### src/rtl/inst_encoder_writer_pkg.sv
// Shared constants for the instruction encoder/loader: MIPS opcodes,
// descriptor class codes and the writer FSM state encoding.
package inst_encoder_writer_pkg;

  localparam logic [5:0] EXE_SPECIAL = 6'b000000;
  localparam logic [5:0] EXE_LW      = 6'b100011;
  localparam logic [5:0] EXE_SW      = 6'b101011;
  localparam logic [5:0] EXE_BEQ     = 6'b000100;
  localparam logic [5:0] EXE_ADDI    = 6'b001000;
  localparam logic [5:0] EXE_J       = 6'b000010;

  localparam logic [2:0] CLS_R    = 3'd0;
  localparam logic [2:0] CLS_LW   = 3'd1;
  localparam logic [2:0] CLS_SW   = 3'd2;
  localparam logic [2:0] CLS_BEQ  = 3'd3;
  localparam logic [2:0] CLS_ADDI = 3'd4;
  localparam logic [2:0] CLS_J    = 3'd5;

  typedef enum logic [1:0] {
    S_IDLE  = 2'd0,
    S_WRITE = 2'd1,
    S_FULL  = 2'd2
  } state_t;

endpackage

### src/rtl/inst_encoder_writer_if.sv
// Descriptor handshake between a program source (master) and the loader (slave).
interface inst_encoder_writer_if;
  logic        in_valid;
  logic        in_ready;
  logic [2:0]  in_class;
  logic [4:0]  in_rs;
  logic [4:0]  in_rt;
  logic [4:0]  in_rd;
  logic [4:0]  in_shamt;
  logic [5:0]  in_funct;
  logic [15:0] in_imm;
  logic [25:0] in_target;

  modport master (
    output in_valid, in_class, in_rs, in_rt, in_rd, in_shamt,
           in_funct, in_imm, in_target,
    input  in_ready
  );

  modport slave (
    input  in_valid, in_class, in_rs, in_rt, in_rd, in_shamt,
           in_funct, in_imm, in_target,
    output in_ready
  );
endinterface

### src/rtl/inst_encoder_writer_encode.sv
// Combinational descriptor -> 32-bit MIPS word encoder; classes 6..7 flag illegal.
module inst_encoder_writer_encode
  import inst_encoder_writer_pkg::*;
(
  input  logic [2:0]  cls_i,
  input  logic [4:0]  rs_i,
  input  logic [4:0]  rt_i,
  input  logic [4:0]  rd_i,
  input  logic [4:0]  shamt_i,
  input  logic [5:0]  funct_i,
  input  logic [15:0] imm_i,
  input  logic [25:0] target_i,
  output logic [31:0] word_o,
  output logic        illegal_o
);

  always_comb begin
    word_o    = '0;
    illegal_o = 1'b0;
    case (cls_i)
      CLS_R:    word_o = {EXE_SPECIAL, rs_i, rt_i, rd_i, shamt_i, funct_i};
      CLS_LW:   word_o = {EXE_LW,   rs_i, rt_i, imm_i};
      CLS_SW:   word_o = {EXE_SW,   rs_i, rt_i, imm_i};
      CLS_BEQ:  word_o = {EXE_BEQ,  rs_i, rt_i, imm_i};
      CLS_ADDI: word_o = {EXE_ADDI, rs_i, rt_i, imm_i};
      CLS_J:    word_o = {EXE_J, target_i};
      default:  illegal_o = 1'b1;
    endcase
  end

endmodule

### src/rtl/inst_encoder_writer.sv
// Program loader: accepts instruction descriptors, encodes them and writes
// them to consecutive imem words until DEPTH words are written.
module inst_encoder_writer
  import inst_encoder_writer_pkg::*;
#(
  parameter int ADDR_W = 8,
  parameter int DEPTH  = 256
) (
  input  logic                  clk,
  input  logic                  rst,
  input  logic                  clear,
  inst_encoder_writer_if.slave  bus,
  output logic                  imem_we,
  output logic [ADDR_W-1:0]     imem_addr,
  output logic [31:0]           imem_wdata,
  output logic [ADDR_W:0]       count,
  output logic                  full,
  output logic                  err
);

  localparam logic [ADDR_W:0] DEPTH_W = (ADDR_W+1)'(DEPTH);

  state_t              state_q, state_d;
  logic [ADDR_W:0]     count_q, count_d;
  logic                err_q, err_d;
  logic [31:0]         word_q, word_d;
  logic [ADDR_W-1:0]   addr_q, addr_d;
  logic [31:0]         enc_word;
  logic                enc_illegal;
  logic                accept;

  inst_encoder_writer_encode u_encode (
    .cls_i     (bus.in_class),
    .rs_i      (bus.in_rs),
    .rt_i      (bus.in_rt),
    .rd_i      (bus.in_rd),
    .shamt_i   (bus.in_shamt),
    .funct_i   (bus.in_funct),
    .imm_i     (bus.in_imm),
    .target_i  (bus.in_target),
    .word_o    (enc_word),
    .illegal_o (enc_illegal)
  );

  // Count doubles as the write pointer; it never wraps since full stops accepts.
  assign full         = (count_q == DEPTH_W);
  assign bus.in_ready = (state_q == S_IDLE) && !full && !clear && !rst;
  assign accept       = bus.in_valid && bus.in_ready;

  assign imem_we    = (state_q == S_WRITE);
  assign imem_addr  = addr_q;
  assign imem_wdata = word_q;
  assign count      = count_q;
  assign err        = err_q;

  always_comb begin
    state_d = state_q;
    count_d = count_q;
    err_d   = err_q;
    word_d  = word_q;
    addr_d  = addr_q;
    case (state_q)
      S_IDLE: begin
        if (accept) begin
          if (enc_illegal) begin
            err_d = 1'b1;
          end else begin
            word_d  = enc_word;
            addr_d  = count_q[ADDR_W-1:0];
            state_d = S_WRITE;
          end
        end
      end
      S_WRITE: begin
        count_d = count_q + 1'b1;
        state_d = (count_d == DEPTH_W) ? S_FULL : S_IDLE;
      end
      S_FULL:  state_d = S_FULL;
      default: state_d = S_IDLE;
    endcase
    // A write in flight still completes this cycle; clear wins afterwards.
    if (clear) begin
      count_d = '0;
      err_d   = 1'b0;
      state_d = S_IDLE;
    end
  end

  always_ff @(posedge clk or posedge rst) begin
    if (rst) begin
      state_q <= S_IDLE;
      count_q <= '0;
      err_q   <= 1'b0;
      word_q  <= '0;
      addr_q  <= '0;
    end else begin
      state_q <= state_d;
      count_q <= count_d;
      err_q   <= err_d;
      word_q  <= word_d;
      addr_q  <= addr_d;
    end
  end

endmodule

### src/flat_wrapper.sv
// flat-port wrapper written by rule: the top's interface ports become plain ports
module inst_encoder_writer_flat import inst_encoder_writer_pkg::*;
#(
  parameter int ADDR_W = 8,
  parameter int DEPTH  = 256
)
  (clk, rst, clear, imem_we, imem_addr, imem_wdata, count, full, err, bus_in_valid, bus_in_class, bus_in_rs, bus_in_rt, bus_in_rd, bus_in_shamt, bus_in_funct, bus_in_imm, bus_in_target, bus_in_ready);
  inst_encoder_writer_if bus_i ();
  input  logic clk;
  input  logic rst;
  input  logic clear;
  output logic imem_we;
  output logic [ADDR_W-1:0] imem_addr;
  output logic [31:0] imem_wdata;
  output logic [ADDR_W:0] count;
  output logic full;
  output logic err;
  input wire logic [$bits(bus_i.in_valid)-1:0] bus_in_valid;
  input wire logic [$bits(bus_i.in_class)-1:0] bus_in_class;
  input wire logic [$bits(bus_i.in_rs)-1:0] bus_in_rs;
  input wire logic [$bits(bus_i.in_rt)-1:0] bus_in_rt;
  input wire logic [$bits(bus_i.in_rd)-1:0] bus_in_rd;
  input wire logic [$bits(bus_i.in_shamt)-1:0] bus_in_shamt;
  input wire logic [$bits(bus_i.in_funct)-1:0] bus_in_funct;
  input wire logic [$bits(bus_i.in_imm)-1:0] bus_in_imm;
  input wire logic [$bits(bus_i.in_target)-1:0] bus_in_target;
  output wire logic [$bits(bus_i.in_ready)-1:0] bus_in_ready;
  assign bus_i.in_valid = bus_in_valid;
  assign bus_i.in_class = bus_in_class;
  assign bus_i.in_rs = bus_in_rs;
  assign bus_i.in_rt = bus_in_rt;
  assign bus_i.in_rd = bus_in_rd;
  assign bus_i.in_shamt = bus_in_shamt;
  assign bus_i.in_funct = bus_in_funct;
  assign bus_i.in_imm = bus_in_imm;
  assign bus_i.in_target = bus_in_target;
  assign bus_in_ready = bus_i.in_ready;
  inst_encoder_writer #(.ADDR_W(ADDR_W), .DEPTH(DEPTH)) u_core (.clk(clk), .rst(rst), .clear(clear), .bus(bus_i), .imem_we(imem_we), .imem_addr(imem_addr), .imem_wdata(imem_wdata), .count(count), .full(full), .err(err));
endmodule
### config.mk
export PLATFORM = sky130hd
export DESIGN_NAME = inst_encoder_writer_flat
export DESIGN_NICKNAME = d
export VERILOG_FILES = /design/src/rtl/inst_encoder_writer_pkg.sv /design/src/rtl/inst_encoder_writer_if.sv /design/src/rtl/inst_encoder_writer_encode.sv /design/src/rtl/inst_encoder_writer.sv /design/src/flat_wrapper.sv
export SDC_FILE = /design/constraint.sdc
export NUM_CORES = 1
export LEC_CHECK = 0
export BUFFER_PORTS_ARGS = -buffer_cell sky130_fd_sc_hd__buf_2
export CAP_MARGIN = 20
export CORE_MARGIN = 2
export CORE_UTILIZATION = 48
export DETAILED_ROUTE_END_ITERATION = 8
export PLACE_DENSITY = 0.84
export SYNTH_ARGS = -nofsm -noshare
export SYNTH_HDL_FRONTEND = slang
export SYNTH_SLANG_ARGS = --single-unit
### constraint.sdc
create_clock -name clk -period 2.6 [get_ports clk]
set_clock_uncertainty 0.1 [all_clocks]
set_input_delay 0.39 -clock clk [delete_from_list [all_inputs] [get_ports clk]]
set_output_delay 0.39 -clock clk [all_outputs]
set_load 0.03 [all_outputs]
Word level (Yosys, flattened, before mapping):

Index checks and enable logic that the tools add are counted.

* add/sub/neg operators: 1
* $mul: 0
* reductions and logical operators: 16
* equal/unequal tests: 12
* divide/modulo/power cells: 0
* shifts and indexed selects: 0
* order comparisons: 0
* multiplexer cells: 12
* bitwise operators: 0

Operators by type and width (number)
* one-hot mux 32 bit (6 select lines): 1
* equality test 9 bit (second input constant): 2
* 2-to-1 mux 9 bit: 2
* adder 9 x 1 -> 9 bit (second input constant): 1
* 2-to-1 mux 2 bit: 4
* equality test 3 x 2 -> 1 bit (second input constant): 2
* equality test 3 bit (second input constant): 2
* one-hot mux 2 bit (3 select lines): 1
* AND reduction 3 bit: 2
* nonzero test 2 bit: 3
* OR reduction 6 bit: 1
* logical AND 1 bit: 4
* 2-to-1 mux 1 bit: 4
* equality test 3 x 1 -> 1 bit (second input constant): 1
* zero test 1 bit: 3
* zero test 3 bit: 1
* inequality test 3 x 2 -> 1 bit (second input constant): 1
* inequality test 3 bit (second input constant): 1
* equality test 2 x 1 -> 1 bit (second input constant): 1
* equality test 2 bit (second input constant): 1
* zero test 2 bit: 1
* inequality test 2 x 1 -> 1 bit (second input constant): 1
* AND reduction 2 bit: 1

* bits in latches: 0
* word-level logic and storage cells: 46
* flip-flop bits (word level): 52
* ROM bits: 0
* RAM bits: 0
* output and inout bits: 53
* memories kept: 0
* bits of input ports: 75

Logic depth before layout (Yosys ltp):

Gate-level depths: netlist (run 1).

* depth after elaboration: 9
* depth in mapped cells: 8
* mapped depth without buffers: 6

Hierarchy:

From an unflattened synthesis (run 1), not the netlist that was laid out.

* cell total of the unflattened synthesis: 266
* area total of the unflattened synthesis: 3070.4 µm²

Modules (own cells, without submodules)
* inst_encoder_writer: sequential area each 1301.2 µm², times used 1, cells each 158, area each 2367.3 µm²
* inst_encoder_writer_encode: sequential area each 0.0 µm², times used 1, cells each 108, area each 703.2 µm²

Worst setup path after synthesis (run 1):

OpenSTA, ideal clock, no wires.

* path type: register -> output
* start: register u_core.count_q[0] (netlist: u_core.count[0])
* end: output bus_in_ready
* data arrival time: 2.018 ns
* buffers on the path: 0
* data required time: 2.110 ns
* slack: 0.092 ns
* stages on the path, launching flop included: 6
* path through: dfrtp_1 inv_1 ha_1 or4bb_1 nor2_1 nor2b_1

* word-level cells in the longest chain between the ends: 5

Ends and longest elaborated chain
* from (decl): line inst_encoder_writer.sv:24 `logic [ADDR_W:0] count_q, count_d;`
* from (signal assigned): line inst_encoder_writer.sv:98 `count_q <= count_d;`
* equality test 9 bit: line inst_encoder_writer.sv:46 `assign full = (count_q == DEPTH_W);`
* net full: line flat_wrapper.sv:16 `output logic full;`
* zero test 1 bit: line inst_encoder_writer.sv:47 `assign bus.in_ready = (state_q == S_IDLE) && !full && !clear && !rst;`
* logical AND 1 bit (3 in a row): line inst_encoder_writer.sv:47
* to (decl): line flat_wrapper.sv:27 `output wire logic [$bits(bus_i.in_ready)-1:0] bus_in_ready;`

The timed path passes the listed nets, and every way through them passes these cells.

Worst setup path after layout (run 1):

* start: register u_core.count_q[0] (netlist: u_core.count[0])
* end: output bus_in_ready

* word-level cells in the longest chain between the ends: 5

Ends and longest elaborated chain (line)
* equality test 9 bit: inst_encoder_writer.sv:46
* zero test 1 bit: inst_encoder_writer.sv:47
* logical AND 1 bit (3 in a row): inst_encoder_writer.sv:47

Every way passes these cells.

==> reports/results.txt, run 1 <==
The flow ran to the end, and the final reports show no timing, DRC or antenna violations. The run gives 1.311 mW as the internal power. For the total half-perimeter wirelength after legalization and detailed placement, the log shows 5.369 mm. IR analysis of the VDD net gives a maximum drop of 0.2992 mV.

The total power per unit cell area works out to 557.5 nW/µm². The count of final setup violators is 0, and the clock network power share is 22.2%. The sequential area share after synthesis came out at 43.61%. In the post-synthesis netlist, the biggest area contributors are dfrtp_1 (44%), a221o_1 (5.6%), nand2_1 (5.0%).

The via count of the first global-routing pass came out at 2315. The largest individual stage delay along the critical path comes from the cell or4bb_1. The layout net count was 499.

The placed instances occupy a cell area of 3546 µm². The run gives 1.843 nW as the total leakage power. The first global-routing pass estimated 10.91 mm of wire. The average cell area after synthesis was 9.376 µm². Wires add up to 6.972 mm.

For this design, the sink count on the clock tree is 50. The portion of the clock cycle consumed by the worst path in the final layout is 93.19%. STA classifies the critical path startpoint as a flop. The signal on the critical path passes through inv_1, ha_1, or4bb_1, nor2_1, nor2b_1, buf_2. The detail route stage leaves a number of antenna-violating nets equal to 0. The number of standard cells after synthesis is 306, and the number of buffers inserted by hold repair at cts is 0. For the worst setup path, the data required time is 2110 ps.

The height of the chip was 81.31 µm; the final core area utilization was 62.17%. Yosys printed 0 warnings. Before antenna repair, the detailed router went through 4 iterations. The tools report the final non-filler cell total as 498. The worst setup slack after placement is 238.6 ps, and the number of pins exceeding their max-slew limit in the final report is 0. The count of distinct cell types in the synthesized netlist is 45, and the pin slew with the least headroom to its limit is 692.1 ps. Share of synthesized flip-flops with an asynchronous set or reset: 100.0%. Setup slack closes at 177.1 ps.

The number of failing hold endpoints at the final stage is 0, and the final worst hold slack is 30.70 ps. The setup path with the least slack is of type reg -> out. The floorplan step defined a die boundary enclosing 6611 µm². The initialized floorplan defines 28 standard-cell rows.

The growth of design area from synthesis to finish is 26.78%. For the starting density of the core, the log shows 49.04%. The post-route netlist has 35.93% of its cells at a drive strength greater than 1.

For the worst setup path, the data arrival time is 1930 ps. Sorting the synthesized cells by how often they occur yields dfrtp_1 (50), nand2_1 (38), o21ai_0 (21), nor2b_1 (20). The core region is 5851 µm². With fillers left out, the area of the finished cells amounts to 3637 µm². The final weighted congestion in routability-driven placement was 0.9101.

Summed over all nets, the switching power comes to 716.4 µW. For this run the aggregate overflow at the end of global routing stands at 0. The synthesized design spends more area on one cell type than any other, namely dfrtp_1. The detailed-route vias per instance came out at 5.293. Net count after synthesis: 383. Of the total power, combinational logic draws 31.6%. The run gives 52 as the maximum number of pins on one net before global-route repair. For the cell count after placement, the log shows 490. For this design the top-level I/O count stands at 128. The min-delay analysis places its worst path in the category in -> async. The final route contains 2636 vias. The run gives 131 as the starting DRC count in detailed routing. Setup repair after global routing left no endpoint under its margin.

The final routed wire length divided by cell count is 14.00 µm, and the delay of the slowest critical-path stage is 550 ps. The repair_antennas step left the layout with diodes totalling 0. The run gives 2 as the total number of H-tree levels. Post-cts sizing count: 0. Counting flops and latches in the post-synthesis netlist gives 50. The clock tree root buffer cell was clkbuf_8. The final critical delay including setup and external delays was 2423 ps. The run gives 0 as the number of antenna violations at the first check in global routing. By instance count, the leading cell after synthesis is dfrtp_1. For the worst-skew pair, the clock arrives at the later sink with an insertion delay of 290 ps.

The share of total power dissipated in sequential elements is 46.2%. The number of setup buffers added after CTS is 0. The area share of the largest cell type after synthesis works out to 43.61%. For this run, the leading register cell type out of synthesis is dfrtp_1.

In this run, CTS created clock tree buffers numbering 5. For this run, design rule violations remaining after detail routing come to 0. Critical path endpoint category: a primary output. The run gives 2.028 mW as the total design power. The number of I/O port buffers is 126.

Net switching is 35.33% of the power. The run gives 21.24% as the combined global-route utilization of all metal layers. The clock-pin slew on the worst setup and hold paths is 80 ps. TritonCTS built the clock tree.

The peak clock frequency supported by timing came out at 0.4127 GHz. Yosys mapped a number of flops with a built-in enable equal to 0. In this run the deepest clock path goes through 2 buffers. Setup total negative slack on the finished layout was measured at 0 ps. The tool flagged a number of max-cap violations equal to 0. Along the worst path, the maximum fanout reaches 5. The cell area that synthesis handed to floorplanning was 2869 µm². The floorplan step set the die width to 81.31 µm. The worst pin sits at a relative slew slack of 53.69%.
## metal layers
| layer | part of all wire (%) | track usage, % | vias to the layer above |
|---|---|---|---|
| li1 | - | - | 1324 |
| met1 | 42 | 26.44 | 1210 |
| met2 | 50 | 37.30 | 95 |
| met3 | 6.4 | 4.111 | 7 |
| met4 | 1.2 | 6.102 | 0 |
| met5 | 0 | 0 | - |
## power by group through the flow
stage,Sequential (mW),Combinational [mW],Clock [mW]
2_1_floorplan,1.15,0.223,0
3_3_place_gp,0.949,0.631,0
3_5_place_dp,0.953,0.646,0
4_1_cts,0.937,0.647,0.465
5_1_grt,0.950,0.702,0.501
6_report,0.937,0.640,0.451
## layout by cell type, fill, tap and decap left out, types with 2 or more instances in the layout
cell	netlist	final
buf_2	5	126
dfrtp_1	50	50
nand2_1	38	38
o21ai_0	21	21
nor2b_1	20	20
nand2b_1	16	16
a21boi_0	16	16
a211oi_1	16	16
a221o_1	16	16
nor2_1	14	14
a22oi_1	10	10
buf_4	2	9
o21ai_1	7	7
xnor2_1	6	6
clkbuf_8	0	6
inv_1	6	5
xor2_1	5	5
mux2_2	4	4
nand3_1	3	3
mux2_1	2	2
a21oi_1	2	2
and3_1	2	2
nand4_1	2	2
a311oi_1	2	2
o31ai_1	2	2
ha_1	2	2
## registers in the layout (all words and copies together), names as in the netlist
register,cells
u_core.count,9
u_core.err,1
u_core.imem_addr,8
u_core.imem_wdata,30
u_core.state_q,2
## final cells by class
cell class,count,area [µm²]
Multi-Input combinational cell,223,1460
Timing Repair Buffer,136,718.2
Sequential cell,50,1251
Inverter,6,22.52
Tap cell,75,93.84
Fill cell,509,2213
Clock buffer,7,86.33
Clock inverter,1,5.005
## final timing paths
kind | depth (start not counted) | endpoint | startpoint | slack, ps
worst min-delay path | 2 | u_core.imem_addr[2]$_DFFE_PP0P_ | rst | 30
worst min register to register | 2 | u_core.imem_wdata[21]$_DFFE_PP0P_ | u_core.imem_wdata[21]$_DFFE_PP0P_ | 380
max in group asynchronous | 3 | u_core.imem_addr[5]$_DFFE_PP0P_ | rst | 1790
worst max register to register | 6 | u_core.imem_addr[0]$_DFFE_PP0P_ | u_core.count[0]$_DFFE_PP0P_ | 230
worst max-delay path | 6 | bus_in_ready | u_core.count[0]$_DFFE_PP0P_ | 180
min in group clk | 2 | u_core.imem_wdata[27]$_DFFE_PP0P_ | bus_in_class[1] | 290
## critical path, delay by kind of cell, from the launching register on
kind / cells / cell delay, ps
adders and majority gates: 1 / 130
buffers and inverters: 2 / 270
DFF: 1 / 440
and+or+nand+nor: 3 / 780
## logic make-up (layout without fill, tap and decap cells)
family / count (synthesis) / in the layout / share of synthesized area [%]
AO/OA/AOI/OAI: 98 / 98 / 24.90
flip-flops: 50 / 50 / 43.61
XOR/XNOR: 11 / 11 / 3.358
adder cells (fa/ha/maj): 2 / 2 / 0.8721
multiplexers: 7 / 7 / 2.704
AND/OR/NAND/NOR: 104 / 104 / 18.54
other: 1 / 1 / 0.1307
buffers and inverters: 33 / 150 / 5.887
No activity file was read; power rests on OpenSTA's default activity.
==> run 2: changes to the inputs <==
--- a/config.mk
+++ b/config.mk
@@ -5,12 +5,13 @@
 export SDC_FILE = /design/constraint.sdc
 export NUM_CORES = 1
 export LEC_CHECK = 0
+export ABC_AREA = 1
 export BUFFER_PORTS_ARGS = -buffer_cell sky130_fd_sc_hd__buf_2
 export CAP_MARGIN = 20
 export CORE_MARGIN = 2
-export CORE_UTILIZATION = 48
+export CORE_UTILIZATION = 46
 export DETAILED_ROUTE_END_ITERATION = 8
-export PLACE_DENSITY = 0.84
+export PLACE_DENSITY = 0.83
 export SYNTH_ARGS = -nofsm -noshare
 export SYNTH_HDL_FRONTEND = slang
 export SYNTH_SLANG_ARGS = --single-unit
==> run 2 against run 1 <==
Sequential power is 1% lower. Maximum frequency is 13% higher. Register-to-register slack better by 530 ps. Critical path type unchanged. Largest power group unchanged.
==> reports/results.txt, run 2 <==
The flow ran to the end, and the final reports show no timing, DRC or antenna violations. Gates resized during post-CTS repair numbered 0. The run gives 0 as the number of antenna violations at the first check in global routing. 0 antenna diodes ended up in the layout.

Type of the most critical hold path: in -> async. The switching power total is 707.7 µW, and the net count after synthesis is 422. For this design the ratio of total power to cell area is 604.6 nW/µm².

The floorplan step defined a die boundary enclosing 6284 µm². The tools report the count of final setup violators as 0. The final critical path takes up 82.17% of the cycle. Cell internal power was estimated by the tool at 1.336 mW. In the layout the commonest cells are nand2_1 (156), buf_2 (126), dfrtp_1 (50), o21ai_0 (32), nand3_1 (27). The final critical delay including setup and external delays was 2136 ps; the clock latency on the worst-skew pair was 300 ps.

The number of different library cells used by synthesis comes to 25. IR analysis of the VDD net gives a maximum drop of 0.3044 mV. The area share of the largest cell type after synthesis is 48.01%, and the number of standard cells after synthesis is 345. Routability-driven placement finished with a final weighted congestion of 0.9108. The total number of H-tree levels is 2, and the smallest setup slack after layout is 463.6 ps. The clock network accounts for 27.1% of the total power.

For the number of failing hold endpoints at the final stage, the log shows 0. Per report_power, the sequential group accounts for 45.3% of the total. The tools report the area of the core as 5473 µm².

Timing would allow up to 0.4681 GHz. The number of top-level pins is 128. A synthesized cell averages 7.554 µm². Clock-pin slew was measured on the worst setup and hold paths at 90 ps.

The leading cell type in the layout, fill and taps excluded was nand2_1. The critical path goes through inv_1, ha_1, nand2_1, inv_1, nand3_2, inv_1, nor3_1, buf_2. The area growth from synthesis to layout is 29.72%. The critical path starts at u_core.count[0]$_DFFE_PP0P_. The via count of the first global-routing pass was 2497. By count the netlist is led by nand2_1 (156), dfrtp_1 (50), o21ai_0 (32), nand3_1 (27), inv_1 (18).

At the worst endpoint, the arrival time is 1650 ps. Of all nets on the critical path, the largest fanout is 5. The synthesized design contains 50 register bits.

Total leakage power: 1.907 nW. Counting the fill cells in the layout gives 543. The tools report the number of pins exceeding their max-slew limit in the final report as 0.

After detailed routing, the number of remaining DRC violations is 0. The family with the most delay on the worst path is buffers and inverters. The overflow left after global routing was 0. Summed over all nets, the half-perimeter wirelength after detailed placement is 5.125 mm.

Row generation in the floorplan step produced 27 rows. The worst path required time came out at 2110 ps. Counting along the longest clock path gives a buffer depth of 2. The tightest hold path in the finished design has a slack of 14.90 ps.

The largest total area in the synthesized netlist belongs to dfrtp_1. The run gives 2678 as the via count. Measured along the x axis, the die boundary spans 79.27 µm. Yosys printed 0 warnings. The first-pass GRT wire length was 10.95 mm. The tightest slew margin relative to the limit is 56.01%. For this run, the register share of the synthesized area comes to 48.01%. The netlist area before placement is 2606 µm². The number of hold buffers added after CTS was 0. Entering global routing, the biggest net connects 46 pins. The post-route cell area was 3381 µm². The height of the chip works out to 79.27 µm. The slowest cell on the critical path was dfrtp_1. The fraction of layout cells with a size suffix above 1 was 32.48%; the total clock buffers created by CTS was 5. Ranked by total cell area, the synthesized netlist is headed by dfrtp_1 (48%), nand2_1 (22%), o21ai_0 (6.1%). By instance count, the leading cell after synthesis is nand2_1. In this run the remaining antenna-violating nets after routing total 0. Setup slack on the worst reg-to-reg path comes out at 760 ps. After detailed placement, the total cell area comes to 3267 µm². Buffers placed on the I/O ports in this run total 126.

The starting density of the core was 47.62%. Setup repair after global routing left no endpoint under its margin. The register with the most flip-flops in the layout has 30 of them. For the pin with the worst max-slew slack, the measured transition is 659.2 ps. On the worst path, the slowest cell contributes a delay of 400 ps. Before antenna repair, the detailed router went through 4 iterations. After the last flow step, the layout net total stands at 544. The share of total power dissipated in combinational logic is 27.7%.

For this run, asynchronously set or reset flops after synthesis account for 100.0%. For this block, the routed nets add up to 6.628 mm of wire. Global routing used 21.79% of the available tracks across all layers. Net switching is 34.63% of the power. For the final routed database, the setup TNS stands at 0 ps.

For this run, the leading register cell type out of synthesis is dfrtp_1. The most repeated library cell on the critical path is inv_1. The startpoint identified for the worst register-to-register timing path is u_core.count[0]$_DFFE_PP0P_. Counting flops with a built-in enable in the synthesized netlist gives 0.

The run gives 0 as the total of max-cap violations. The startpoint class of the critical path is a flop. The clock tree root buffer cell is clkbuf_8. CTS saw 50 sinks.

OpenSTA, run right after detailed placement, puts the worst setup slack at 770.8 ps. The tools report the post-CTS repair timing setup buffer count as 0. In the routed layout, each cell is associated on average with a via count of 4.959. The worst setup path is captured at a primary output. After detailed routing, the average wire length per cell comes to 12.27 µm. TritonCTS built the clock tree. The critical path is of the reg -> out type. The worst path buffer plus inverter count is 4, and the starting DRC count in detailed routing is 153.
-- run 2: changes by cell type in the layout (fill, tap and decap cells not counted), sizes merged, moves of 7 or more --
cell,delta
inv,+19
a21boi,-16
nor2b,-20
nand3,+25
a221o,-16
buf,-7
a211oi,-15
nand2b,-16
nand2,+118
-- run 2: cells by family after synthesis --
kind of cell | after synthesis | share of synthesized area, %
xor gates and xnor gates | 1 | 0.6243
other | 1 | 0.1439
AOI/OAI and AO/OA | 47 | 10.18
and+or+nand+nor | 205 | 32.84
adders and majority gates | 2 | 0.9600
buffers and inverters | 39 | 7.249
DFF | 50 | 48.01
-- run 2: worst paths after layout --
check,to,cells after the start
hold reg to reg,u_core.imem_wdata[1]$_DFFE_PP0P_,2
setup / recovery,bus_in_ready,8
max in group asynchronous,u_core.imem_wdata[1]$_DFFE_PP0P_,3
setup reg to reg,u_core.imem_wdata[19]$_DFFE_PP0P_,9
min in group clk,u_core.state_q[1]$_DFFE_PP0P_,2
hold / removal,u_core.state_q[1]$_DFFE_PP0P_,2
-- run 2: area by class of cell --
type | count | area [µm²] | share of cell area, %
well taps | 72 | 90.09 | 2.665
flip-flops and latches | 50 | 1251 | 37.01
inverters | 25 | 93.84 | 2.776
clock inverters | 3 | 45.04 | 1.332
multi-input cells | 256 | 1166 | 34.49
repair buffers | 129 | 665.6 | 19.69
clock buffers | 5 | 68.82 | 2.036
-- run 2: layer usage --
metal	share of wire (%)	GRT usage [%]	up-vias	wire, µm
li1	-	-	1340	-
met1	43	26.88	1216	2854
met2	49	38.81	114	3215
met3	6.7	3.636	8	447
met4	1.7	6.897	0	110
met5	0	0	-	0
-- run 2: per-stage QoR --
step / total power [mW] / std cells / util, %
detailed placement: 1.511 / 532 / 59.69
floorplan: 1.310 / 345 / -
finish: 2.044 / 540 / 61.77
global placement: 1.501 / 532 / 59.69
CTS: 2.058 / 540 / 61.77
global route: 2.153 / 540 / 61.77
-- run 2: power by group through the flow --
stage / registers (mW) / logic [mW] / clock network [mW]
finish: 0.926 / 0.565 / 0.553
floorplan: 1.13 / 0.178 / 0
global placement: 0.938 / 0.563 / 0
CTS: 0.925 / 0.572 / 0.561
detailed placement: 0.939 / 0.572 / 0
global route: 0.937 / 0.618 / 0.599
-- run 2: worst reg2reg max path, stage by stage (launching register included) --
cell     delay [ps]
dfrtp_1         400
inv_1           120
ha_1            220
nand2_1          60
inv_1            50
nand3_2         100
nand4_4         240
buf_12          270
nand2_1          80
o21ai_0          90
==> run 3: changes to the inputs <==
--- a/config.mk
+++ b/config.mk
@@ -9,9 +9,9 @@
 export BUFFER_PORTS_ARGS = -buffer_cell sky130_fd_sc_hd__buf_2
 export CAP_MARGIN = 20
 export CORE_MARGIN = 2
-export CORE_UTILIZATION = 46
+export CORE_UTILIZATION = 42
 export DETAILED_ROUTE_END_ITERATION = 8
-export PLACE_DENSITY = 0.83
+export PLACE_DENSITY = 0.8
 export SYNTH_ARGS = -nofsm -noshare
 export SYNTH_HDL_FRONTEND = slang
 export SYNTH_SLANG_ARGS = --single-unit
==> constraint.sdc (replaced) <==
create_clock -name clk -period 1.9 [get_ports clk]
set_clock_uncertainty 0.1 [all_clocks]
set_input_delay 0.285 -clock clk [delete_from_list [all_inputs] [get_ports clk]]
set_output_delay 0.285 -clock clk [all_outputs]
set_load 0.03 [all_outputs]
==> run 3 against run 2 <==
Routed wire length about the same. Sequential share of layout area decreased by 1.2 points. Die area increased by 9.0%. Clock power increased by 15%. Count of clock-buffer cells in the layout increased by 1. Via count decreased by 0.30%. Critical endpoint unchanged. Highest routed layer unchanged.
==> reports/results.txt, run 3 (synthesis gave the netlist of run 2 again) <==
The run gives 1.952 nW as the total leakage power. The growth of design area from synthesis to finish was 34.52%. The H-tree generated during clock tree synthesis spans 2 levels. The tools report the final weighted congestion in routability-driven placement as 0.8647.

The run gives 10.63 mm as the first-pass GRT wire length. The detailed router placed 2670 vias in this run. The overflow left after global routing was 0. STA puts the critical path data required time at 1510 ps.

Max-cap violations in this run came to 0. The clock-pin slew on the worst setup and hold paths was 90 ps; the detailed-route vias per instance was 4.837. The launch point of the worst reg-to-reg path was u_core.count[4]$_DFFE_PP0P_. In this run the worst path has a maximum fanout of 5. The tools report the length of the first detailed-routing pass in iterations as 4. The logs give 6852 µm² for the die area and 4.986 mm for the total half-perimeter wirelength after legalization and detailed placement. The worst hold path belongs to the class in -> reg.

The maximum number of pins on one net before global-route repair is 46, and the combined global-route utilization of all metal layers is 20.20%. Setup repair after global routing could not meet its margin everywhere. The run finished with clean final reports.

Setup violations remaining at the end of the flow were counted as 0. After the first detailed-routing iteration, the DRC count stood at 146. The number of I/O port buffers is 126, and the smallest setup slack after layout is 38.05 ps. The flip-flop count of the largest register after layout came out at 30. For the cell row count, the log shows 28. The cell sitting at the root of the clock tree is a clkbuf_8.

For the total clock buffers created by CTS, the log shows 5. The tools report the layout net count as 553. For this configuration, the core starts out at a cell density of 43.76%.

For this run, the top clock speed supported by timing is 0.5371 GHz. The tools report the capturing instance or port of the critical path as bus_in_ready. Final routed wire length divided by cell count: 12.01 µm. The number of antenna violations at the first check in global routing is 0, and the final core area utilization is 58.87%. The number of top-level pins was 128.

The fraction of layout cells with a size suffix above 1 is 35.64%, and the portion of the clock cycle consumed by the worst path in the final layout is 98.00%. In the layout the commonest cells are nand2_1 (155), buf_2 (124), dfrtp_1 (47), o21ai_0 (32), nand3_1 (27). TritonCTS built the clock tree.

In this run the tightest slew margin relative to its limit is 54.24%. The startpoint identified for the worst hold timing path is clear. The worst setup path is launched from a flop.

In this run the register-to-register setup slack is 200 ps. Summing all placed instances gives a cell area of 3304 µm². The number of pins exceeding their max-slew limit in the final report is 0.

With fillers left out, the area of the finished cells amounts to 3506 µm². The worst setup slack after placement was 203.7 ps. The arrival time reported for the critical path endpoint is 1480 ps, and the clock net sink count is 50.

The startpoint of the most critical setup path was u_core.count[3]$_DFFE_PP0P_. In this run the power density over the cells is 767.3 nW/µm². The largest buffer count on any clock path came out at 2. The kind of critical path was reg -> out.

Across the VDD grid, the largest voltage drop is 0.3734 mV. Critical path endpoint category: a primary output. The area of the core is 5956 µm², and the die width is 82.78 µm. The worst register-to-register path ends at u_core.imem_wdata[23]$_DFFE_PP0P_.

The depth of the most critical reg-to-reg path was 8; the pin slew with the least headroom to its limit was 685.8 ps. DRC violation count after routing: 0. In this run the remaining antenna-violating nets after routing total 0. The clock reaches the later pin of the worst-skew pair after 300 ps.

The tools report the routed wire length as 6.627 mm. For the count of antenna diodes in the layout, the log shows 0. The final critical delay including setup and external delays is 1862 ps, and the number of failing hold endpoints at the final stage is 0. Leaving out fill and tap cells, the most frequent cell in the layout is nand2_1. The die is 82.78 µm tall. Via count of the first global-routing pass: 2444.
==> run 3: changes by cell type in the layout (fill, tap and decap cells not counted), sizes merged <==
cell	before	now
clkinv	0	1
bufinv	1	0
buf	129	137
clkbuf	5	6
clkinvlp	2	1
dlygate4sd3	0	1
==> run 3: how the worst min path moves through the flow <==
stage | to | depth (start not counted)
after floorplan | u_core.err$_DFFE_PP0P_ | 1
after global placement | u_core.err$_DFFE_PP0P_ | 2
after detailed placement | u_core.count[2]$_DFFE_PP0P_ | 2
after CTS | u_core.state_q[1]$_DFFE_PP0P_ | 2
after global routing | u_core.state_q[1]$_DFFE_PP0P_ | 2
final | u_core.state_q[1]$_DFFE_PP0P_ | 2
==> run 3: timing repair <==
item                                    in CTS  in global routing
buffers inserted                             2                  5
hold endpoints to repair                    13                  0
pin swaps                                    1                  2
resized for setup                            5                 10
endpoints found under the setup margin       2                  2
hold buffers                                 1                  0
==> run 3: stage by stage <==
stage	power, mW	cells	hold WS (ps)	setup TNS (ps)
after floorplan	1.794	345	248.1	0
after global placement	2.056	536	215.3	0
after detailed placement	2.070	536	215.4	0
after CTS	2.717	547	88.57	0
after global routing	2.856	552	101.7	-24.42
final	2.690	552	98.06	0
==> run 3: layout make-up <==
class	instances	area, µm²
multi-input cells	256	1206
clock inverters	2	12.51
flip-flops and latches	50	1255
repair buffers	138	757.0
inverters	25	98.84
clock buffers	6	82.58
well taps	75	93.84
fillers	577	2450
==> run 3: worst max-delay path: stages, from the launching register on <==
cell and delay (ps):
dfrtp_1 430, inv_2 60, nand2_1 110, nor3_4 60, nand3_4 110, inv_4 40, nor3_4 200, buf_6 160
==> run 3: routing by layer <==
layer  wire length [µm]  vias to the layer above  GRT usage [%]
met5                  0                        -              0
met4                 89                        0          6.066
met3                484                       10          3.788
met2               3264                      115          36.69
met1               2789                     1184          24.19
li1                   -                     1361              -
==> run 3: power breakdown <==
part           internal, mW  leakage, nW  switching [mW]  total [mW]
Sequential             1.19        0.662          0.0703        1.27
Clock                 0.293       0.0472           0.345       0.638
Combinational         0.253         1.24           0.534       0.787
Total                  1.74         1.95           0.949        2.69
